===== src/rtl/gcd_pkg.sv =====
// gcd_pkg: constants and types shared by the GCD controller, its datapath and
// the testbench.
//   state_e      controller states IDLE, LOAD, CALC, DONE
//   OPERAND_W    datapath operand width
//   DEF_ITER_W   default iteration counter width (254 steps fit for 8-bit operands)
//   DEF_TIMEOUT  default iteration limit for the optional watchdog
package gcd_pkg;

    typedef enum logic [1:0] {
        IDLE = 2'd0,
        LOAD = 2'd1,
        CALC = 2'd2,
        DONE = 2'd3
    } state_e;

    localparam int OPERAND_W   = 8;
    localparam int DEF_ITER_W  = 9;
    localparam int DEF_TIMEOUT = 255;

endpackage : gcd_pkg


===== src/rtl/gcd_controller_if.sv =====
// gcd_controller_if: request/response handshake bundle of the GCD controller.
//   req_valid/req_ready   upstream operand-pair handshake
//   rsp_valid/rsp_ready   downstream completion handshake
//   rsp_err               run aborted (zero operand or timeout)
//   iter_count            subtract commands issued in the current or last run
// Modports: master = request source / response sink, slave = controller.
interface gcd_controller_if
    import gcd_pkg::*;
#(
    parameter int ITER_W = DEF_ITER_W
) ();

    logic              req_valid;
    logic              req_ready;
    logic              rsp_valid;
    logic              rsp_ready;
    logic              rsp_err;
    logic [ITER_W-1:0] iter_count;

    modport master (
        output req_valid, rsp_ready,
        input  req_ready, rsp_valid, rsp_err, iter_count
    );

    modport slave (
        input  req_valid, rsp_ready,
        output req_ready, rsp_valid, rsp_err, iter_count
    );

endinterface : gcd_controller_if


===== src/rtl/gcd_iter_counter.sv =====
// gcd_iter_counter: saturating iteration counter with clear, increment and a
// compare against a limit value.
//   clk, rst_n   clock, asynchronous active-low reset
//   clr          synchronous clear (wins over inc)
//   inc          count one step; holds at all-ones instead of wrapping
//   limit        value compared against the current count
//   count        current count
//   at_limit     count == limit
module gcd_iter_counter #(
    parameter int W = 9
) (
    input  logic         clk,
    input  logic         rst_n,
    input  logic         clr,
    input  logic         inc,
    input  logic [W-1:0] limit,
    output logic [W-1:0] count,
    output logic         at_limit
);

    logic [W-1:0] count_q, count_d;

    // NOTE: every always_comb output gets a default first, so no path leaves it
    // unassigned and no latch is inferred.
    always_comb begin
        count_d = count_q;
        if (clr) begin
            count_d = '0;
        end else if (inc && (count_q != '1)) begin
            count_d = count_q + 1'b1;
        end
    end

    // NOTE: sequential state uses non-blocking assignments only, so every flop
    // samples the pre-edge values regardless of block ordering.
    always_ff @(posedge clk or negedge rst_n) begin
        if (!rst_n) begin
            count_q <= '0;
        end else begin
            count_q <= count_d;
        end
    end

    assign count    = count_q;
    assign at_limit = (count_q == limit);

endmodule : gcd_iter_counter


===== src/rtl/gcd_controller.sv =====
// gcd_controller: control FSM for the subtractive GCD datapath. Accepts an
// operand pair, loads the datapath, issues one subtraction per clock from the
// datapath status flags, and reports completion with an iteration count and an
// error flag.
//   clk, rst_n        clock, asynchronous active-low reset
//   bus (slave)       req_valid/req_ready, rsp_valid/rsp_ready, rsp_err, iter_count
//   dp_load           datapath loads its operand inputs at the next edge
//   dp_sub_a/dp_sub_b datapath performs A-=B / B-=A at the next edge
//   dp_a_gt_b, dp_a_eq_b, dp_a_zero, dp_b_zero   registered datapath status
// Build option: define GCD_CTRL_TIMEOUT_EN to abort a run with rsp_err once
// iter_count reaches TIMEOUT.
module gcd_controller
    import gcd_pkg::*;
#(
    parameter int ITER_W  = DEF_ITER_W,
    parameter int TIMEOUT = DEF_TIMEOUT
) (
    input  logic             clk,
    input  logic             rst_n,
    gcd_controller_if.slave  bus,
    output logic             dp_load,
    output logic             dp_sub_a,
    output logic             dp_sub_b,
    input  logic             dp_a_gt_b,
    input  logic             dp_a_eq_b,
    input  logic             dp_a_zero,
    input  logic             dp_b_zero
);

    state_e state_q, state_d;
    logic   req_ready_q, req_ready_d;
    logic   rsp_valid_q, rsp_valid_d;
    logic   rsp_err_q,   rsp_err_d;
    logic   dp_load_q,   dp_load_d;

    logic              accept;
    logic              in_calc;
    logic              zero_hit;
    logic              timeout_hit;
    logic              calc_stop;
    logic              at_limit;
    logic [ITER_W-1:0] iter_count;

`ifdef GCD_CTRL_TIMEOUT_EN
    assign timeout_hit = at_limit;
`else
    logic unused_at_limit;
    assign timeout_hit     = 1'b0;
    assign unused_at_limit = at_limit;
`endif

    assign accept    = req_ready_q && bus.req_valid;
    assign in_calc   = (state_q == CALC);
    // A zero operand is checked before equality so 0,0 is reported as an error.
    assign zero_hit  = dp_a_zero || dp_b_zero;
    assign calc_stop = zero_hit || dp_a_eq_b || timeout_hit;

    // NOTE: the subtract commands are decoded from the registered state and the
    // registered status flags, so they act in the same cycle the status is seen
    // (one subtraction per clock) and drop at once when reset clears state_q.
    assign dp_sub_a = in_calc && !calc_stop &&  dp_a_gt_b;
    assign dp_sub_b = in_calc && !calc_stop && !dp_a_gt_b;

    gcd_iter_counter #(
        .W (ITER_W)
    ) u_iter_counter (
        .clk      (clk),
        .rst_n    (rst_n),
        .clr      (accept),
        .inc      (dp_sub_a || dp_sub_b),
        .limit    (ITER_W'(TIMEOUT)),
        .count    (iter_count),
        .at_limit (at_limit)
    );

    always_comb begin
        state_d     = state_q;
        req_ready_d = req_ready_q;
        rsp_valid_d = rsp_valid_q;
        rsp_err_d   = rsp_err_q;
        dp_load_d   = 1'b0;
        unique case (state_q)
            IDLE: begin
                if (accept) begin
                    state_d     = LOAD;
                    req_ready_d = 1'b0;
                    rsp_err_d   = 1'b0;
                    dp_load_d   = 1'b1;
                end
            end
            LOAD: begin
                state_d = CALC;
            end
            CALC: begin
                if (calc_stop) begin
                    state_d     = DONE;
                    rsp_valid_d = 1'b1;
                    rsp_err_d   = zero_hit || timeout_hit;
                end
            end
            DONE: begin
                if (bus.rsp_ready) begin
                    state_d     = IDLE;
                    rsp_valid_d = 1'b0;
                    req_ready_d = 1'b1;
                end
            end
            default: begin
                state_d     = IDLE;
                req_ready_d = 1'b1;
                rsp_valid_d = 1'b0;
            end
        endcase
    end

    always_ff @(posedge clk or negedge rst_n) begin
        if (!rst_n) begin
            state_q     <= IDLE;
            req_ready_q <= 1'b1;
            rsp_valid_q <= 1'b0;
            rsp_err_q   <= 1'b0;
            dp_load_q   <= 1'b0;
        end else begin
            state_q     <= state_d;
            req_ready_q <= req_ready_d;
            rsp_valid_q <= rsp_valid_d;
            rsp_err_q   <= rsp_err_d;
            dp_load_q   <= dp_load_d;
        end
    end

    assign dp_load        = dp_load_q;
    assign bus.req_ready  = req_ready_q;
    assign bus.rsp_valid  = rsp_valid_q;
    assign bus.rsp_err    = rsp_err_q;
    assign bus.iter_count = iter_count;

endmodule : gcd_controller

===== src/flat_wrapper.sv =====
// flat-port wrapper written by rule: the top's interface ports become plain ports
module gcd_controller_flat import gcd_pkg::*;
#(
    parameter int ITER_W  = DEF_ITER_W,
    parameter int TIMEOUT = DEF_TIMEOUT
)
  (clk, rst_n, dp_load, dp_sub_a, dp_sub_b, dp_a_gt_b, dp_a_eq_b, dp_a_zero, dp_b_zero, bus_req_valid, bus_rsp_ready, bus_req_ready, bus_rsp_valid, bus_rsp_err, bus_iter_count);
  gcd_controller_if #(.ITER_W(ITER_W)) bus_i ();
  input  logic clk;
  input  logic rst_n;
  output logic dp_load;
  output logic dp_sub_a;
  output logic dp_sub_b;
  input  logic dp_a_gt_b;
  input  logic dp_a_eq_b;
  input  logic dp_a_zero;
  input  logic dp_b_zero;
  input wire logic [$bits(bus_i.req_valid)-1:0] bus_req_valid;
  input wire logic [$bits(bus_i.rsp_ready)-1:0] bus_rsp_ready;
  output wire logic [$bits(bus_i.req_ready)-1:0] bus_req_ready;
  output wire logic [$bits(bus_i.rsp_valid)-1:0] bus_rsp_valid;
  output wire logic [$bits(bus_i.rsp_err)-1:0] bus_rsp_err;
  output wire logic [$bits(bus_i.iter_count)-1:0] bus_iter_count;
  assign bus_i.req_valid = bus_req_valid;
  assign bus_i.rsp_ready = bus_rsp_ready;
  assign bus_req_ready = bus_i.req_ready;
  assign bus_rsp_valid = bus_i.rsp_valid;
  assign bus_rsp_err = bus_i.rsp_err;
  assign bus_iter_count = bus_i.iter_count;
  gcd_controller #(.ITER_W(ITER_W), .TIMEOUT(TIMEOUT)) u_core (.clk(clk), .rst_n(rst_n), .bus(bus_i), .dp_load(dp_load), .dp_sub_a(dp_sub_a), .dp_sub_b(dp_sub_b), .dp_a_gt_b(dp_a_gt_b), .dp_a_eq_b(dp_a_eq_b), .dp_a_zero(dp_a_zero), .dp_b_zero(dp_b_zero));
endmodule

===== config.mk =====
export PLATFORM = sky130hd
export DESIGN_NAME = gcd_controller_flat
export DESIGN_NICKNAME = d
export VERILOG_FILES = /design/src/rtl/gcd_pkg.sv /design/src/rtl/gcd_controller_if.sv /design/src/rtl/gcd_iter_counter.sv /design/src/rtl/gcd_controller.sv /design/src/flat_wrapper.sv
export SDC_FILE = /design/constraint.sdc
export NUM_CORES = 1
export LEC_CHECK = 0
export CAP_MARGIN = 20
export CORE_MARGIN = 5
export CORE_UTILIZATION = 43
export CTS_CLUSTER_SIZE = 8
export DETAILED_ROUTE_END_ITERATION = 10
export GPL_TIMING_DRIVEN = 0
export PLACE_DENSITY_LB_ADDON = 0.3
export SYNTH_ARGS = -nofsm -noshare
export SYNTH_HDL_FRONTEND = slang
export SYNTH_HIERARCHICAL = 1
export SYNTH_SLANG_ARGS = --single-unit

===== constraint.sdc =====
create_clock -name clk -period 2 [get_ports clk]
set_input_delay 0.2 -clock clk [delete_from_list [all_inputs] [get_ports clk]]
set_output_delay 0.2 -clock clk [all_outputs]
set_load 0.01 [all_outputs]

# Yosys cells after proc, flatten, opt, wreduce, memory -nomap -nowiden
# Index checks and enable logic that the tools add are counted.
[classes]
addsub = 1
n_eq_ne = 7
n_mux = 16
reduce_logical = 19
[op_table]
columns = ["cell", "n"]
rows = [
  ["$mux W9", 2],
  ["$reduce_and A3 Y1", 4],
  ["$add A9 B1 Y9 const B", 1],
  ["$ne A9 B9 Y1 const B", 1],
  ["$pmux W2 S4", 1],
  ["$reduce_bool A2 Y1", 4],
  ["$mux W1", 7],
  ["$mux W2", 3],
  ["$pmux W1 S2", 3],
  ["$logic_and A1 B1 Y1", 5],
  ["$eq A2 B2 Y1 const B", 2],
  ["$ne A2 B2 Y1 const B", 2],
  ["$logic_or A1 B1 Y1", 3],
  ["$eq A2 B1 Y1 const B", 1],
  ["$logic_not A1 Y1", 2],
  ["$logic_not A2 Y1", 1],
  ["$ne A2 B1 Y1 const B", 1],
]
[word_totals]
reg_bits = 15
output_inout_bits = 15
word_cells = 49

# Logic depth before layout (Yosys ltp)
# Gate-level depths: netlist (run 1).
[logic_depth]
ltp_word = 9
mapped_depth = 8

# By module
# Netlist (run 1), hierarchy kept.
[modules_own_cells]
columns = ["mod", "n_inst", "cells_per_inst", "area_each_um2"]
rows = [
  ["gcd_iter_counter", 1, 58, 559.3],
  ["gcd_controller", 1, 40, 402.9],
]

# Worst setup path before layout (run 1)
# No wires, ideal clock.
[synth_timing]
path_kind = "flip-flop to flip-flop"
from = "reg u_core.state_q[0]"
to = "reg u_core.u_iter_counter.count_q[5] (netlist: u_core/u_iter_counter/count[5])"
setup_ps = 78
arrival_ps = 1878
t_required_ps = 1922
setup_slack_ps = 44
path_stages_with_launch = 8
path_buffers = 1
period_less_slack_ps = 1956
path_cell_list = "dfrtp_1 inv_1 ha_1 nor4b_4 nand2b_1 buf_2 or4_1 a21oi_1"
[synth_between]
elab_chain_len = 6
word_cells_on_any_way = 7
classes_between = "eq/ne: 1; reduce/logical: 6"
[synth_lines]
columns = ["item", "line_no", "text"]
rows = [
  ["start: declaration", "gcd_controller.sv:30", "state_e state_q, state_d;"],
  ["start signal: assignment", "gcd_controller.sv:124", "state_q <= state_d;"],
  ["$eq A2 B2 Y1 *", "gcd_controller.sv:53", "assign in_calc = (state_q == CALC);"],
  ["$logic_and A1 B1 Y1 *", "gcd_controller.sv:61, gcd_controller.sv:62", ""],
  ["$logic_and A1 B1 Y1 (on tied branches)", "gcd_controller.sv:61, gcd_controller.sv:62", ""],
  ["$logic_or A1 B1 Y1 *", "gcd_controller.sv:70", ".inc (dp_sub_a || dp_sub_b),"],
  ["$logic_and A1 B1 Y1 *", "gcd_iter_counter.sv:29", "end else if (inc && (count_q != '1)) begin"],
  ["$reduce_bool A2 Y1 (no line) *", "n/a", ""],
  ["end signal: assignment", "gcd_iter_counter.sv:40", "count_q <= count_d;"],
  ["end: declaration", "gcd_iter_counter.sv:21", "logic [W-1:0] count_q, count_d;"],
]
# Every way passes the cells marked *; elsewhere a longest branch is shown, timed or not.
# A chain may end at the register's enable or synchronous reset.

# Final worst setup path (run 1)
[layout_timing]
from = "reg u_core.u_iter_counter.count_q[0] (netlist: u_core/u_iter_counter/count[0])"
to = "reg u_core.u_iter_counter.count_q[7] (netlist: u_core/u_iter_counter/count[7])"
[layout_between]
elab_chain_len = 3
word_cells_on_any_way = 6
classes_between = "add/sub: 1; eq/ne: 1; mux: 2; reduce/logical: 2"
[layout_lines]
columns = ["item", "line_no"]
rows = [
  ["$add A9 B1 Y9 or $ne A9 B9 Y1 (tied branches)", "gcd_iter_counter.sv:30, gcd_iter_counter.sv:29"],
  ["$mux W9 or $logic_and A1 B1 Y1 (tied branches)", "gcd_iter_counter.sv:29"],
  ["$mux W9 or $reduce_bool A2 Y1 (tied branches)", "n/a"],
]
# Several ways; a longest one is shown, not always the timed one. The select of a mux whose other input is x is not followed.

==> flow_summary.yaml, run 1 <==
power:
  peakVddDrop_mv: 0.298
  leakagePower_nw: 0.559
  power_frac_comb_pct: 5.0
  power.share.sequential_pct: 59.9
  cellInternalPower_mw: 0.394
  cellPowerDensity_nw_per_um2: 407
  fin_total_pwr_mw: 0.506
  netSwitchingFraction_pct: 22.2
  clock_power_share_pct: 35.1
  total_switching_power_mw: 0.112
route:
  routedWlPerCell_um: 14.3
  routed_via_density: 5.47
  num_vias: 804
  drtPass1Iterations: 4
  antenna_violating_nets_post_route: 0
  initialDrtViolationCount: 12
  drc: 0
  postRouteWirelength_um: 2100
placed_design:
  gp_congestion: 0.725
  dp.cells: 133
  number_of_buffers_inserted_by_port_buffering: 22
  place_hpwl_um: 1340
cts:
  path_clk_slew_ns: 0.09
  cts_inserted_buffers: 3
  clock_tree.htree_level_count: 1
  worst_skew_pair.late_latency_ns: 0.29
  cts-root-buf: "sky130_fd_sc_hd__clkbuf_4"
  clock_tree_from_tritoncts: "done"
  max_buffers_root_to_sink: 2
  clock-sinks: 15
flow_run:
  max_cap_violations: 0
setup_path:
  start_kind: "register"
  setup.worst_path.class: "register to register"
  cp_data_required_time_ns: 2.22
  crit_path_end_kind: "register"
  worstReg2RegEnd: "u_core/u_iter_counter/count[7]"
  arrival_ns: 2.21
  crit-reg2reg-launch: "u_core/u_iter_counter/count[0]"
  setup_slack_of_the_most_critical_reg_to_reg_path_ns: 0.01
  worst_r2r_path_depth: 8
  worst-path-max-fanout: 9
finish:
  multi_input_area_um2: 478
  seq_area_um2: 377
  synthToLayoutAreaGrowth_pct: 44.8
  final_net_count: 135
  utilization_pct: 64.6
  antenna_diodes: 0
  nFillCells: 168
  layout.cells.non_filler: 147
  drive_gt1_share_pct: 20.8
sta:
  finalHoldViolCount: 0
  worst_pin_slew_ns: 0.700
  setup_viol_count_final: 0
  max_slew_headroom_at_the_worst_pin_pct: 53.2
  worst_clock_skew_ns: 0.00522
  max_slew_violation_count: 0
  final.hold.worst_slack_ns: 0.322
  share_of_the_clock_period_used_by_the_worst_path_after_layout_pct: 99.4
  timing.fmax_ghz: 0.503
  final.min_clock_period_ns: 1.99
  setup_total_negative_slack_ns: 0
die:
  dieHeight_um: 54.7
  core_area_um2: 1920
  floorplan.die.width_um: 54.7
  initial_utilization_pct: 44.7
  design.die.area_um2: 2990
  floorplan.rows: 16
  design.portCount: 23
worst_hold_path:
  hold_class: "primary input to async pin"
logic_synthesis:
  post_synth.cell_area_avg_um2: 10.2
  count_of_yosys_warnings_during_synthesis: 6
  post_synth_instance_area_um2: 858
  syn-instance-count: 84
  syn_nets: 98
run_status:
  outcome: "complete, no violations"
global_route:
  grt_antenna_before_repair: 0
  first_global_vias: 710
  gr-total-overflow: 0
  grt_max_degree: 16
  gr-usage-all-layers_pct: 14.4
  grt_first_pass_wirelength_um: 3090
layout make-up:
| type | instances | area share [%] |
|---|---|---|
| multi-input cells | 62 | 38.5 |
| flip-flops and latches | 15 | 30.3 |
| repair buffers | 32 | 23.7 |
| well taps | 27 | 2.72 |
| clock buffers | 4 | 2.11 |
| inverters | 5 | 1.51 |
| plain buffers | 2 | 1.21 |
per-layer routing:
| layer | part of all wire, % | global-route usage [%] | routed length, µm |
|---|---|---|---|
| met5 | 0 | 0 | 0 |
| met4 | 3.1 | 6.22 | 65 |
| met3 | 8.2 | 3.81 | 172 |
| met2 | 47 | 24.0 | 990 |
| met1 | 42 | 17.3 | 874 |
registers in the layout, indices dropped and copies added (netlist names):
signal                       count
u_core/bus.rsp_valid             1
u_core/dp_load                   1
u_core/bus.rsp_err               1
u_core/bus.req_ready             1
u_core/u_iter_counter/count      9
u_core/state_q                   2
how the worst max path moves through the flow:
stage                                   start                              to  slack (ns)  cells after the start
2_1_floorplan               u_core/state_q[0]  u_core/u_iter_counter/count[5]        0.04                      7
3_3_place_gp                u_core/state_q[0]  u_core/u_iter_counter/count[7]       -0.15                      7
3_5_place_dp                u_core/state_q[0]  u_core/u_iter_counter/count[7]       -0.27                      7
4_1_cts        u_core/u_iter_counter/count[0]  u_core/u_iter_counter/count[7]      0.0006                      8
5_1_grt        u_core/u_iter_counter/count[0]  u_core/u_iter_counter/count[7]       -0.05                      8
6_report       u_core/u_iter_counter/count[0]  u_core/u_iter_counter/count[7]        0.01                      8
cell usage in the layout (no fill, tap or decap), types with 2 or more instances in the layout:
master / instances
sky130_fd_sc_hd__clkdlybuf4s50_1: 20
sky130_fd_sc_hd__dfrtp_1: 14
sky130_fd_sc_hd__buf_4: 10
sky130_fd_sc_hd__o21ai_0: 7
sky130_fd_sc_hd__nor2_1: 7
sky130_fd_sc_hd__ha_1: 5
sky130_fd_sc_hd__inv_1: 4
sky130_fd_sc_hd__a21oi_1: 4
sky130_fd_sc_hd__nand3_1: 4
sky130_fd_sc_hd__clkbuf_4: 3
sky130_fd_sc_hd__nor2b_1: 3
sky130_fd_sc_hd__and2_1: 2
sky130_fd_sc_hd__or4_1: 2
sky130_fd_sc_hd__nand3b_1: 2
sky130_fd_sc_hd__a21oi_2: 2
sky130_fd_sc_hd__xor2_1: 2
sky130_fd_sc_hd__mux2i_1: 2
sky130_fd_sc_hd__o31ai_1: 2
sky130_fd_sc_hd__or3_1: 2
power groups by stage:
stage	clock, mW	combinational [mW]	sequential [mW]
after detailed placement	0	0.0260	0.309
after floorplan	0	0.00180	0.309
after global placement	0	0.0252	0.309
after global routing	0.198	0.0285	0.303
final	0.178	0.0255	0.303
after CTS	0.178	0.0262	0.303
what timing repair did:
item / in CTS / in global routing
pin swaps: 0 / 2
buffers inserted: 3 / 7
resized for setup: 5 / 7
hold buffers: 0 / 0
gates cloned: 0 / 0
setup endpoints to repair: 7 / 7
critical path: stages, from the launching register on:
cell,delay [ns]
sky130_fd_sc_hd__dfrtp_1,0.42
sky130_fd_sc_hd__ha_1,0.25
sky130_fd_sc_hd__nand3_1,0.11
sky130_fd_sc_hd__nor2_1,0.05
sky130_fd_sc_hd__ha_1,0.20
sky130_fd_sc_hd__nand2b_1,0.16
sky130_fd_sc_hd__buf_6,0.13
sky130_fd_sc_hd__or4_4,0.48
sky130_fd_sc_hd__a21oi_2,0.12
per-stage QoR:
| stage | worst slack, ns | cell area, µm² |
|---|---|---|
| final | 0.0112 | 1240 |
| after detailed placement | -0.271 | 1110 |
| after floorplan | 0.0441 | 858 |
| after global placement | -0.153 | 1110 |
| after CTS | 0.000552 | 1170 |
| after global routing | -0.0534 | 1240 |
Power figures use the tool's default switching activity.
==> run 2: changes to the inputs <==
--- a/config.mk
+++ b/config.mk
@@ -5,6 +5,7 @@
 export SDC_FILE = /design/constraint.sdc
 export NUM_CORES = 1
 export LEC_CHECK = 0
+export ABC_CLOCK_PERIOD_IN_PS = 2000
 export CAP_MARGIN = 20
 export CORE_MARGIN = 5
 export CORE_UTILIZATION = 43
==> results of run 2 <==
The final DEF is identical to that of run 1; final timing and power are the same.
==> run 3: changes to the inputs <==
--- a/config.mk
+++ b/config.mk
@@ -7,8 +7,10 @@
 export LEC_CHECK = 0
 export ABC_CLOCK_PERIOD_IN_PS = 2000
 export CAP_MARGIN = 20
+export CELL_PAD_IN_SITES_DETAIL_PLACEMENT = 1
+export CELL_PAD_IN_SITES_GLOBAL_PLACEMENT = 1
 export CORE_MARGIN = 5
-export CORE_UTILIZATION = 43
+export CORE_UTILIZATION = 33
 export CTS_CLUSTER_SIZE = 8
 export DETAILED_ROUTE_END_ITERATION = 10
 export GPL_TIMING_DRIVEN = 0
==> run 3 against run 2 <==
  * Via count is 1.4% lower
  * Critical path depth stayed put
  * Worst setup slack better by 0.091 ns
  * Register-to-register slack better by 0.09 ns
  * Die area is 24% higher
  * First-iteration DRC count is 25% higher
  * Routed wire length is 15% higher
  * Critical path type unchanged
  * Critical endpoint is now u_core/u_iter_counter/count[5]
==> flow_summary.yaml, run 3 (synthesized netlist as in run 1, its figures left out) <==
flow_run:
  max_cap_violations: 0
setup_path:
  path_delay_family: "simple AND/OR/NAND/NOR gates"
  number_of_buffer_and_inverter_instances_along_the_worst_setup_path: 3
  maximum_cell_stage_delay_along_the_critical_path_ns: 0.48
  worstPathCellList: "inv_2 -> ha_4 -> nor4b_4 -> buf_4 -> nand2b_1 -> buf_6 -> or4_4 -> a21oi_2"
  crit_path_end_kind: "register"
  arrival_ns: 2.11
  critical_path.slowest_cell: "sky130_fd_sc_hd__or4_4"
  worst-path-max-fanout: 9
  setup.worst_path.class: "register to register"
  start_kind: "register"
  cp_data_required_time_ns: 2.22
route:
  antenna_violating_nets_post_route: 0
  routedWlPerCell_um: 15.7
  postRouteWirelength_um: 2420
  routed_via_density: 5.15
  initialDrtViolationCount: 15
  drtPass1Iterations: 4
  num_vias: 793
  drc: 0
sta:
  worst_pin_slew_ns: 0.699
  share_of_the_clock_period_used_by_the_worst_path_after_layout_pct: 94.9
  grt_setup_unrepaired: "yes"
  final.min_clock_period_ns: 1.90
  setup_total_negative_slack_ns: 0
  finalHoldViolCount: 0
  max_slew_violation_count: 0
  worst_clock_skew_ns: 0.00547
  timing.fmax_ghz: 0.527
  setup_viol_count_final: 0
  max_slew_headroom_at_the_worst_pin_pct: 53.3
die:
  dieHeight_um: 61
  design.portCount: 23
  design.die.area_um2: 3720
  floorplan.die.width_um: 61
  floorplan.rows: 18
  core_area_um2: 2480
  initial_utilization_pct: 34.6
placed_design:
  gp_congestion: 0.744
  dp.cells: 136
  number_of_buffers_inserted_by_port_buffering: 22
  place_hpwl_um: 1630
  detailed_place.area_um2: 1120
power:
  netSwitchingFraction_pct: 22.1
  clock_power_share_pct: 35.0
  peakVddDrop_mv: 0.239
  cellPowerDensity_nw_per_um2: 394
  leakagePower_nw: 0.581
  total_switching_power_mw: 0.112
  power_frac_comb_pct: 5.1
  power.share.sequential_pct: 60.0
  cellInternalPower_mw: 0.394
global_route:
  grt_first_pass_wirelength_um: 3750
  grt_max_degree: 16
  first_global_vias: 806
  gr-usage-all-layers_pct: 13.8
  gr-total-overflow: 0
  grt_antenna_before_repair: 0
cts:
  clock_tree.htree_level_count: 1
  cts-root-buf: "sky130_fd_sc_hd__clkbuf_4"
  clock_tree_from_tritoncts: "done"
  max_buffers_root_to_sink: 2
  path_clk_slew_ns: 0.10
  cts_inserted_buffers: 3
  clock-sinks: 15
  worst_skew_pair.late_latency_ns: 0.28
finish:
  drive_gt1_share_pct: 25.0
  utilization_pct: 51.8
  final_design_area_no_fill_um2: 1280
  layout.cells.non_filler: 154
  largest_reg_flops: 9
  layout_common_cells: "sky130_fd_sc_hd__clkdlybuf4s50_1, sky130_fd_sc_hd__dfrtp_1, sky130_fd_sc_hd__buf_4"
  synthToLayoutAreaGrowth_pct: 49.6
  antenna_diodes: 0
  final_net_count: 139
  most_frequent_standard_cell_in_the_layout_excluding_fill_and_tap_cells: "sky130_fd_sc_hd__clkdlybuf4s50_1"
worst_hold_path:
  hold_class: "primary input to async pin"
run_status:
  outcome: "complete, no violations"
==> run 3: worst register-to-register path, stage by stage (launching register included) <==
cell and delay (ns):
sky130_fd_sc_hd__dfrtp_1 0.42, sky130_fd_sc_hd__inv_2 0.09, sky130_fd_sc_hd__ha_4 0.15, sky130_fd_sc_hd__nor4b_4 0.20, sky130_fd_sc_hd__buf_4 0.17, sky130_fd_sc_hd__nand2b_1 0.07, sky130_fd_sc_hd__buf_6 0.14, sky130_fd_sc_hd__or4_4 0.48
sky130_fd_sc_hd__a21oi_2 0.12
==> run 3: cell type report <==
cell class	count	area (µm²)
clock buffer	4	26.3
inverter	5	18.8
multi-input combinational	62	483
buffer	2	15.0
timing repair buffer	36	327
sequential	15	377
tap	30	37.5
fill	297	1190
==> run 3: timing repair <==
| action | in CTS | in global routing |
|---|---|---|
| gates resized for setup | 5 | 9 |
| hold endpoints to repair | 0 | 0 |
| endpoints found under the setup margin | 7 | 7 |
| buffers inserted | 6 | 8 |
| hold buffers | 0 | 0 |
| gates cloned | 0 | 0 |
| pin swaps | 0 | 4 |
==> run 3: path summary, 6_finish.rpt <==
kind                                      startpoint                              to  slack (ns)  depth (start not counted)
worst max register to register     u_core/state_q[0]  u_core/u_iter_counter/count[5]        0.10                          8
worst min register to register  u_core/bus.req_ready            u_core/bus.req_ready        0.55                          2
worst max-delay path               u_core/state_q[0]  u_core/u_iter_counter/count[5]        0.10                          8
worst min-delay path                           rst_n  u_core/u_iter_counter/count[1]        0.33                          1
max in group asynchronous                      rst_n  u_core/u_iter_counter/count[2]        1.22                          1
min in group clk                u_core/bus.req_ready            u_core/bus.req_ready        0.55                          2
==> run 3: per-layer routing <==
layer | part of all wire, % | vias to the layer above | track usage, %
met1 | 42 | 388 | 16.3
met5 | 0 | - | 0
met4 | 1.8 | 0 | 6.50
li1 | - | 381 | -
met3 | 3.8 | 4 | 2.55
met2 | 52 | 20 | 24.1
==> run 3: power by group through the flow <==
stage | clock network (mW) | logic (mW) | registers [mW]
final | 0.177 | 0.0256 | 0.303
after global routing | 0.199 | 0.0287 | 0.303
after CTS | 0.185 | 0.0263 | 0.303
after detailed placement | 0 | 0.0263 | 0.309
after global placement | 0 | 0.0253 | 0.309
after floorplan | 0 | 0.00180 | 0.309
==> run 3: metrics by stage <==
| step | hold WS, ns | setup slack, ns | power (mW) |
|---|---|---|---|
| finish | 0.331 | 0.103 | 0.506 |
| global placement | 0.512 | -0.186 | 0.334 |
| detailed placement | 0.521 | -0.271 | 0.335 |
| global route | 0.395 | -0.0386 | 0.531 |
| CTS | 0.351 | 0.0176 | 0.514 |
| floorplan | -0.0956 | 0.0441 | 0.311 |
